[src/rtl/tmds_channel_decoder.sv]
// TMDS receive channel: bit-slip word alignment on control-token runs, then
// per-symbol decode into a control pair or an 8-bit pixel byte.
module tmds_channel_decoder #(
   parameter int CTRL_RUN      = 8,
   parameter int SEARCH_WINDOW = 1024,
   parameter int LOSS_TIMEOUT  = 4096
) (
   input  logic       clk_low,
   input  logic       reset,
   input  logic [9:0] raw,
   output logic       de,
   output logic [1:0] ctrl,
   output logic [7:0] data,
   output logic       locked,
   output logic [3:0] offset
);

   localparam int RUN_W    = (CTRL_RUN > 1)      ? $clog2(CTRL_RUN)      : 1;
   localparam int SEARCH_W = (SEARCH_WINDOW > 1) ? $clog2(SEARCH_WINDOW) : 1;
   localparam int LOSS_W   = (LOSS_TIMEOUT > 1)  ? $clog2(LOSS_TIMEOUT)  : 1;

   localparam logic [RUN_W-1:0]    RUN_LAST    = RUN_W'(CTRL_RUN - 1);
   localparam logic [SEARCH_W-1:0] SEARCH_LAST = SEARCH_W'(SEARCH_WINDOW - 1);
   localparam logic [LOSS_W-1:0]   LOSS_LAST   = LOSS_W'(LOSS_TIMEOUT - 1);

   typedef enum logic [1:0] {
      S_SEARCH,
      S_SETTLE,
      S_LOCKED
   } state_t;

   state_t              state, state_nxt;
   logic [9:0]          r_cur, r_prev, r_word;
   logic [19:0]         win;
   logic [RUN_W-1:0]    run_cnt, run_cnt_nxt;
   logic [SEARCH_W-1:0] search_cnt, search_cnt_nxt;
   logic [LOSS_W-1:0]   loss_cnt, loss_cnt_nxt;
   logic                settle_cnt, settle_cnt_nxt;
   logic [3:0]          offset_nxt;
   logic                is_tok;
   logic [1:0]          tok_ctrl;
   logic [7:0]          d, dec_data;

   assign win = {r_cur, r_prev};

   // Two-word window so any of the 10 bit offsets yields a full symbol.
   always_ff @(posedge clk_low) begin
      if (!reset) begin
         r_cur  <= '0;
         r_prev <= '0;
         r_word <= '0;
      end else begin
         r_cur  <= raw;
         r_prev <= r_cur;
         r_word <= win[offset +: 10];
      end
   end

   always_comb begin
      is_tok   = 1'b1;
      tok_ctrl = 2'b00;
      case (r_word)
         10'b1101010100: tok_ctrl = 2'b00;
         10'b0010101011: tok_ctrl = 2'b01;
         10'b0101010100: tok_ctrl = 2'b10;
         10'b1010101011: tok_ctrl = 2'b11;
         default:        is_tok   = 1'b0;
      endcase
   end

   // Undo the transmitter's optional inversion, then its XOR/XNOR chain.
   always_comb begin
      d        = r_word[9] ? ~r_word[7:0] : r_word[7:0];
      dec_data = '0;
      dec_data[0] = d[0];
      for (int i = 1; i < 8; i++)
         dec_data[i] = r_word[8] ? (d[i] ^ d[i-1]) : ~(d[i] ^ d[i-1]);
   end

   always_ff @(posedge clk_low) begin
      if (!reset) begin
         state      <= S_SEARCH;
         run_cnt    <= '0;
         search_cnt <= '0;
         loss_cnt   <= '0;
         settle_cnt <= 1'b0;
         offset     <= '0;
      end else begin
         state      <= state_nxt;
         run_cnt    <= run_cnt_nxt;
         search_cnt <= search_cnt_nxt;
         loss_cnt   <= loss_cnt_nxt;
         settle_cnt <= settle_cnt_nxt;
         offset     <= offset_nxt;
      end
   end

   always_comb begin
      state_nxt      = state;
      run_cnt_nxt    = run_cnt;
      search_cnt_nxt = search_cnt;
      loss_cnt_nxt   = loss_cnt;
      settle_cnt_nxt = settle_cnt;
      offset_nxt     = offset;
      case (state)
         S_SEARCH: begin
            // Lock is tested first so a lock on the window's last cycle keeps the offset.
            if (is_tok && run_cnt == RUN_LAST) begin
               state_nxt      = S_LOCKED;
               run_cnt_nxt    = '0;
               search_cnt_nxt = '0;
               loss_cnt_nxt   = '0;
            end else if (search_cnt == SEARCH_LAST) begin
               state_nxt      = S_SETTLE;
               offset_nxt     = (offset == 4'd9) ? 4'd0 : offset + 4'd1;
               run_cnt_nxt    = '0;
               search_cnt_nxt = '0;
               settle_cnt_nxt = 1'b0;
            end else begin
               search_cnt_nxt = search_cnt + 1'b1;
               run_cnt_nxt    = is_tok ? run_cnt + 1'b1 : '0;
            end
         end
         S_SETTLE: begin
            // Two cycles let r_word refill from the new offset before counting again.
            run_cnt_nxt    = '0;
            search_cnt_nxt = '0;
            if (settle_cnt) begin
               state_nxt      = S_SEARCH;
               settle_cnt_nxt = 1'b0;
            end else begin
               settle_cnt_nxt = 1'b1;
            end
         end
         S_LOCKED: begin
            if (is_tok) begin
               loss_cnt_nxt = '0;
            end else if (loss_cnt == LOSS_LAST) begin
               state_nxt      = S_SEARCH;
               loss_cnt_nxt   = '0;
               run_cnt_nxt    = '0;
               search_cnt_nxt = '0;
            end else begin
               loss_cnt_nxt = loss_cnt + 1'b1;
            end
         end
         default: state_nxt = S_SEARCH;
      endcase
   end

   // Gate on the next state so the word that completes the lock is already visible.
   always_ff @(posedge clk_low) begin
      if (!reset) begin
         de     <= 1'b0;
         ctrl   <= 2'b00;
         data   <= 8'h00;
         locked <= 1'b0;
      end else begin
         locked <= (state_nxt == S_LOCKED);
         if (state_nxt == S_LOCKED) begin
            de   <= ~is_tok;
            ctrl <= is_tok ? tok_ctrl : 2'b00;
            data <= is_tok ? 8'h00 : dec_data;
         end else begin
            de   <= 1'b0;
            ctrl <= 2'b00;
            data <= 8'h00;
         end
      end
   end

endmodule

[config.mk]
export PLATFORM = sky130hd
export DESIGN_NAME = tmds_channel_decoder
export DESIGN_NICKNAME = d
export VERILOG_FILES = /design/src/rtl/tmds_channel_decoder.sv
export SDC_FILE = /design/constraint.sdc
export NUM_CORES = 1
export LEC_CHECK = 0
export CAP_MARGIN = 5
export CORE_ASPECT_RATIO = 1.2
export CORE_UTILIZATION = 59
export CTS_CLUSTER_SIZE = 20
export DETAILED_ROUTE_END_ITERATION = 10
export PLACE_DENSITY = 0.82
export SYNTH_ARGS = -nofsm -noshare
export SYNTH_HDL_FRONTEND = slang
export SYNTH_SLANG_ARGS = --single-unit
[constraint.sdc]
create_clock -name clk_low -period 2.7 [get_ports clk_low]
set_clock_uncertainty 0.1 [all_clocks]
set_input_delay 0.54 -clock clk_low [delete_from_list [all_inputs] [get_ports clk_low]]
set_output_delay 0.54 -clock clk_low [all_outputs]
set_load 0.01 [all_outputs]
Yosys cells after proc, flatten, opt, wreduce, memory -nomap -nowiden
Cells that the tools add are included.
{"block": "totals", "out_inout_bits": 16, "reg_bits": 74}
{"block": "op_classes", "n_shift": 1, "n_reduce_logical": 13, "muxes": 36, "bitwise": 19, "eq_ne": 16, "add_sub_neg": 4}
{"cell": "two-way mux 10 bit", "count": 4}
{"cell": "two-way mux 12 bit", "count": 3}
{"cell": "equality test 10 bit, second input constant", "count": 3}
{"cell": "case mux 10 bit (3 select lines)", "count": 1}
{"cell": "case mux 12 bit (2 select lines)", "count": 1}
{"cell": "indexed part select 20 x 5 -> 10 bit", "count": 1}
{"cell": "two-way mux 3 bit", "count": 5}
{"cell": "adder 12 x 1 -> 12 bit, second input constant", "count": 1}
{"cell": "equality test 12 bit, second input constant", "count": 1}
{"cell": "case mux 2 bit (3 select lines)", "count": 2}
{"cell": "AND reduction 3 bit", "count": 4}
{"cell": "two-way mux 1 bit", "count": 11}
{"cell": "inverter 1 bit", "count": 11}
{"cell": "adder 10 x 1 -> 10 bit, second input constant", "count": 1}
{"cell": "equality test 10 x 8 -> 1 bit, second input constant", "count": 1}
{"cell": "equality test 10 x 9 -> 1 bit, second input constant", "count": 1}
{"cell": "two-way mux 2 bit", "count": 5}
{"cell": "inequality test 2 bit, second input constant", "count": 5}
{"cell": "case mux 3 bit (3 select lines)", "count": 1}
{"cell": "two-way mux 8 bit", "count": 1}
{"cell": "inverter 8 bit", "count": 1}
{"cell": "bitwise XOR 1 bit", "count": 7}
{"cell": "adder 4 x 1 -> 4 bit, second input constant", "count": 1}
{"cell": "equality test 2 bit, second input constant", "count": 2}
{"cell": "13 further kinds", "count": 15}

Longest topological paths before layout
{"block": "depth", "word_depth": 9, "ltp_mapped": 8, "depth_no_buf": 7}

Worst setup path before layout
Ideal clock, no wire load.
{"block": "synth_timing", "path_kind": "register -> register", "start": "register run_cnt[0]", "end": "register data[1]", "required_time_ps": 2513, "setup_slack_ps": 698, "path_buffers": 1, "setup_ps": 87, "arrival_ps": 1815, "stages_incl_launch_ff": 9, "path_cell_list": "dfxtp_1 > ha_1 > ha_1 > inv_1 > o32a_4 > a21boi_4 > a211oi_2 > buf_6 > nor4b_2"}
{"block": "synth_via", "elab_chain_len": 7}
{"element": "start, declared", "line_no": "35", "source": "logic [RUN_W-1:0] run_cnt, run_cnt_nxt;"}
{"element": "start signal, assigned", "line_no": "90", "source": "run_cnt <= run_cnt_nxt;"}
{"element": "equality test 3 bit", "line_no": "108", "source": "if (is_tok && run_cnt == RUN_LAST) begin"}
{"element": "logical AND 1 bit", "line_no": "108"}
{"element": "two-way mux 2 bit", "line_no": "108"}
{"element": "case mux 2 bit (3 select lines)", "line_no": "105", "source": "case (state)"}
{"element": "equality test 2 bit", "line_no": "160", "source": "if (state_nxt == S_LOCKED) begin"}
{"element": "inverter 1 bit (no source line)"}
{"element": "OR reduction 3 bit (no source line)"}
{"element": "end signal, assigned", "line_no": "163", "source": "data <= is_tok ? 8'h00 : dec_data;"}
{"element": "end, declared", "line_no": "13", "source": "output logic [7:0] data,"}
No other way between the ends.
A chain may end at the register's enable or synchronous reset.

Worst setup path in the final report
{"block": "layout_timing", "start": "register r_word[4]", "end": "register run_cnt[1]"}
{"block": "layout_via", "elab_chain_len": 7, "elab_cells_between_ends": 13, "classes_between": "eq/ne (5); mux (5); reduce/logical (3)"}
{"element": "start, declared", "line_no": "33", "source": "logic [9:0] r_cur, r_prev, r_word;"}
{"element": "start signal, assigned", "line_no": "55", "source": "r_word <= win[offset +: 10];"}
{"element": "equality test 10 bit, or another cell as far along", "line_no": "62", "source": "case (r_word)"}
{"element": "OR reduction 4 bit (no source line) (*)"}
{"element": "two-way mux 1 bit (*)", "line_no": "62"}
{"element": "two-way mux 3 bit", "line_no": "121", "source": "run_cnt_nxt = is_tok ? run_cnt + 1'b1 : '0;"}
{"element": "two-way mux 3 bit", "line_no": "113", "source": "end else if (search_cnt == SEARCH_LAST) begin"}
{"element": "two-way mux 3 bit", "line_no": "108"}
{"element": "case mux 3 bit (3 select lines)", "line_no": "105"}
Every way passes the cells marked *; elsewhere a longest branch is shown, timed or not.

==> impl.org <==
** Status
- The flow ran to the end, and the final reports show no timing, DRC or antenna violations.

** Critical path
- Of all nets on the critical path, the largest fanout is 8.
- Setup CP Type :: flip-flop to flip-flop
- R2r setup slk :: ~0.26 ns
- CP Capture Type :: flip-flop
- CP Launch Type :: flip-flop
- For the worst setup path, the data required time is approximately 2.9 ns.
- Critical path data arrival time :: 2.62 ns

** Yosys
- Per-instance average area after synthesis :: 9.89 µm²
- The synthesized netlist devotes under 10% of its cell area to adder and majority cells.
- Post-Syn Nets :: around 430
- Post-synthesis compound-gate area fraction :: roughly 15%
- Post-synthesis register bit count :: 74
- Library cell with the largest summed area after synthesis :: sky130_fd_sc_hd__dfxtp_1
- For this run, the number of Yosys warnings is 0.
- The number of different library cells used by synthesis comes to between 60 and 70.
- Share of Yosys cell area claimed by the top area cell type :: 37.0%
- Synthesized-area fraction occupied by xor and xnor cells :: under 10%
- Simple-Gate Fraction of Synth Area :: 22.9%
- For this run, the register share of the synthesized area comes to 37.0%.
- Dominant synthesized flop cell :: sky130_fd_sc_hd__dfxtp_1
- Mapped cell area :: around 4000 µm²
- Async set-or-reset flop fraction in the synthesized netlist :: 0%
- Counting every instance in the synthesized netlist gives between 400 and 500.
- Biggest area contributors in the synthesized netlist :: sky130_fd_sc_hd__dfxtp_1, sky130_fd_sc_hd__mux4_2, sky130_fd_sc_hd__mux2i_1
- By area, the combinational part of the netlist is dominated by simple AND/OR/NAND/NOR gates.
- Of the post-synthesis cell area, the part taken by muxes is around an eighth.
- Number of enable-type register cells in the synthesized netlist :: 0

** Placement
- Prior to clock tree synthesis, the placed netlist has a worst setup slack of between 0.3 and 0.4 ns.
- After detailed placement, the design holds a cell count of a little over 500.
- Routability-driven placement finished with a final weighted congestion of just under 0.9.
- Input and output buffers added on the ports amount to 27.
- Final HPWL from detailed placement :: roughly 5900 µm

** STA
- The number of pins exceeding their max-slew limit in the final report is 0.
- Timing-limited maximum frequency :: about 0.4 GHz
- Final hold analysis gives a worst-case slack of 0.372 ns.
- Worst max-slew margin expressed relative to the limit :: a little over half
- After layout, the minimum clock period comes to 2.44 ns.
- Unrepaired setup endpoints after global routing :: false
- Setup violations remaining at the end of the flow were counted as 0.
- Number of endpoints with negative hold slack in the final report :: 0
- For the pin with the worst max-slew slack, the measured transition is ~0.70 ns.
- Setup slack closes at ~0.26 ns.
- Fin Setup TNS :: 0 ns
- In the finished design, the share of the clock period the worst path needs comes to 90.5%.

** Route
- Total wirelength of the detailed-routed design :: about 8200 µm
- Routed via count divided by cell count :: around 6.0
- After detailed routing, the number of remaining DRC violations is 0.
- The first detailed-routing pass took 4 iterations.
- After detailed routing, the average wire length per cell comes to between 15 and 20 µm.
- Starting DRC count in detailed routing :: around 140
- Via count :: 3,117
- Post-DRT Antenna Nets :: 0

** Clock tree
- Reg clk slew, reported paths :: roughly 0.07 ns
- The tree built by TritonCTS fans out to 74 sinks.
- Clock tree from TritonCTS :: built
- The number of gates resized after CTS was 0.
- Buffers inserted to repair hold after CTS numbered 0.
- After clock tree synthesis, the setup repair step added 0 buffers.
- Cts bufs inserted :: 9
- No sink is reached through more buffers than the 2 on the longest clock path.
- At the later pin of the worst-skew pair, clock insertion delay measures ~0.35 ns.
- Master cell of the clock root buffer :: sky130_fd_sc_hd__clkbuf_8
- The H-tree generated during clock tree synthesis spans 3 levels.

** Floorplan
- The floorplan step set the die height to between 90 and 100 µm.
- The floorplan has 32 rows.
- Floorplan die area :: 7120 µm²
- The floorplan step defined a core boundary enclosing approximately 6500 µm².
- For this configuration, the core starts out at a cell density of between 60% and 70%.
- In this run the count of I/O pins placed on the die edge is 28.
- Die Span X :: 77.2 µm

** Flow run
- Max-cap violations in this run came to 0.

** Power and ir drop
- For this design the static power due to leakage is between 1.5 and 2 nW.
- Dividing total power by cell area gives a power density of between 500 and 600 nW/µm².
- Worst IR Drop VDD :: about 0.41 mV

** Final layout
- From synthesis to final layout, the design area changed by 15.2%.
- Fraction of final layout cells sized beyond drive strength 1 :: 15.1%
- Finished Layout Cells :: between 500 and 600
- 0 antenna diodes ended up in the layout.
- Across the whole layout, storage elements account for around 1500 µm².
- The net count of the finished layout is 460.
- The filler cells instantiated in the layout total approximately 510.
- The multi-input combinational cells in the finished layout cover a total of 2360 µm².

** Global routing
- Antenna violations before repair :: 0
- Total routing resource utilization after global routing :: about a quarter
- Maximum number of pins on one net before global-route repair :: 34
- Via count of the first global-routing pass :: approximately 3,000
- Total gr overflow :: 0
- First-pass GRT wire length :: roughly 14,000 µm

** Min path
- The path class of the tightest hold or removal check is flip-flop to flip-flop.
==> worst max-delay path, stage by stage (launching register included) <==
cell	delay (ns)
sky130_fd_sc_hd__dfxtp_1	0.34
sky130_fd_sc_hd__inv_1	0.07
sky130_fd_sc_hd__ha_1	0.15
sky130_fd_sc_hd__nand3_1	0.31
sky130_fd_sc_hd__o22a_2	0.39
sky130_fd_sc_hd__a21oi_1	0.51
sky130_fd_sc_hd__o21ai_1	0.32
sky130_fd_sc_hd__a21oi_1	0.19
==> cell families (layout without fill, tap and decap cells) <==
logic type,count (synthesis),after routing
AND/OR/NAND/NOR,145,145
AO/OA/AOI/OAI,80,80
flip-flops,74,74
buffers and inverters,37,69
multiplexers,35,35
XOR/XNOR,18,18
adder cells (fa/ha/maj),16,16
==> synthesized netlist by cell type, drive strengths merged (9+ instances only) <==
| cell type | instances |
|---|---|
| xnor2 | 11 |
| dfxtp | 74 |
| o21ai | 12 |
| mux4 | 11 |
| and2 | 27 |
| mux2i | 22 |
| clkbuf | 9 |
| nand2 | 28 |
| a21oi | 21 |
| nor2 | 21 |
| nand3 | 13 |
| ha | 16 |
| inv | 15 |
| buf | 11 |
==> layer usage <==
layer | share of wire (%) | track usage [%]
met1 | 44 | 28.2
met2 | 51 | 43.4
met3 | 3.5 | 4.08
met4 | 1.6 | 12.4
met5 | 0 | 0
==> sequential cells by signal (all words and copies together) (netlist names) <==
name and flops:
search_cnt 10, data 8, loss_cnt 12, r_prev 10
offset 4, de 1, r_cur 10, state 2
settle_cnt 1, ctrl 2, locked 1, r_word 10
run_cnt 3
==> report_power, final <==
| part | total [W] | internal (W) | switching (W) |
|---|---|---|---|
| clock | 0.00113 | 0.000731 | 0.000400 |
| combinational | 0.000114 | 0.0000597 | 0.0000545 |
| sequential | 0.00113 | 0.00111 | 0.0000194 |
| total | 0.00238 | 0.00190 | 0.000473 |
==> through the flow <==
step                total power, W  util (%)  cell area [µm²]
finish                     0.00238      71.1             4610
global route               0.00245      71.1             4610
CTS                        0.00239      71.1             4610
detailed placement         0.00127      67.0             4350
global placement           0.00126      67.0             4350
floorplan                  0.00123         -             4010
==> cell usage in the layout (no fill, tap or decap), types with 5 or more instances in the layout <==
master,n
sky130_fd_sc_hd__nor4b_2,7
sky130_fd_sc_hd__inv_1,14
sky130_fd_sc_hd__or3_1,7
sky130_fd_sc_hd__o31ai_1,7
sky130_fd_sc_hd__mux4_2,11
sky130_fd_sc_hd__a211oi_1,6
sky130_fd_sc_hd__and2_1,27
sky130_fd_sc_hd__ha_1,16
sky130_fd_sc_hd__a21oi_1,21
sky130_fd_sc_hd__a32oi_1,5
sky130_fd_sc_hd__buf_4,9
sky130_fd_sc_hd__nand3_1,12
sky130_fd_sc_hd__o21ai_0,8
sky130_fd_sc_hd__clkbuf_8,10
sky130_fd_sc_hd__nand2_1,27
sky130_fd_sc_hd__xnor2_1,11
sky130_fd_sc_hd__xor2_1,7
sky130_fd_sc_hd__mux2i_1,22
sky130_fd_sc_hd__clkdlybuf4s50_1,27
sky130_fd_sc_hd__dfxtp_1,74
sky130_fd_sc_hd__nor2_1,21
==> path summary, 6_finish.rpt <==
check,depth (start not counted),to,start
worst max register to register,7,run_cnt[1],r_word[4]
worst min-delay path,2,run_cnt[2],run_cnt[2]
worst max-delay path,7,run_cnt[1],r_word[4]
worst min register to register,2,run_cnt[2],run_cnt[2]
==> cell type report <==
type / count / share of cell area, %
Multi-Input combinational cell: 294 / 51.1
Sequential cell: 74 / 32.1
Timing Repair Buffer: 36 / 7.32
Clock buffer: 11 / 3.06
Clock inverter: 5 / 2.71
Tap cell: 85 / 2.31
Inverter: 17 / 1.38
Power figures use the tool's default switching activity.
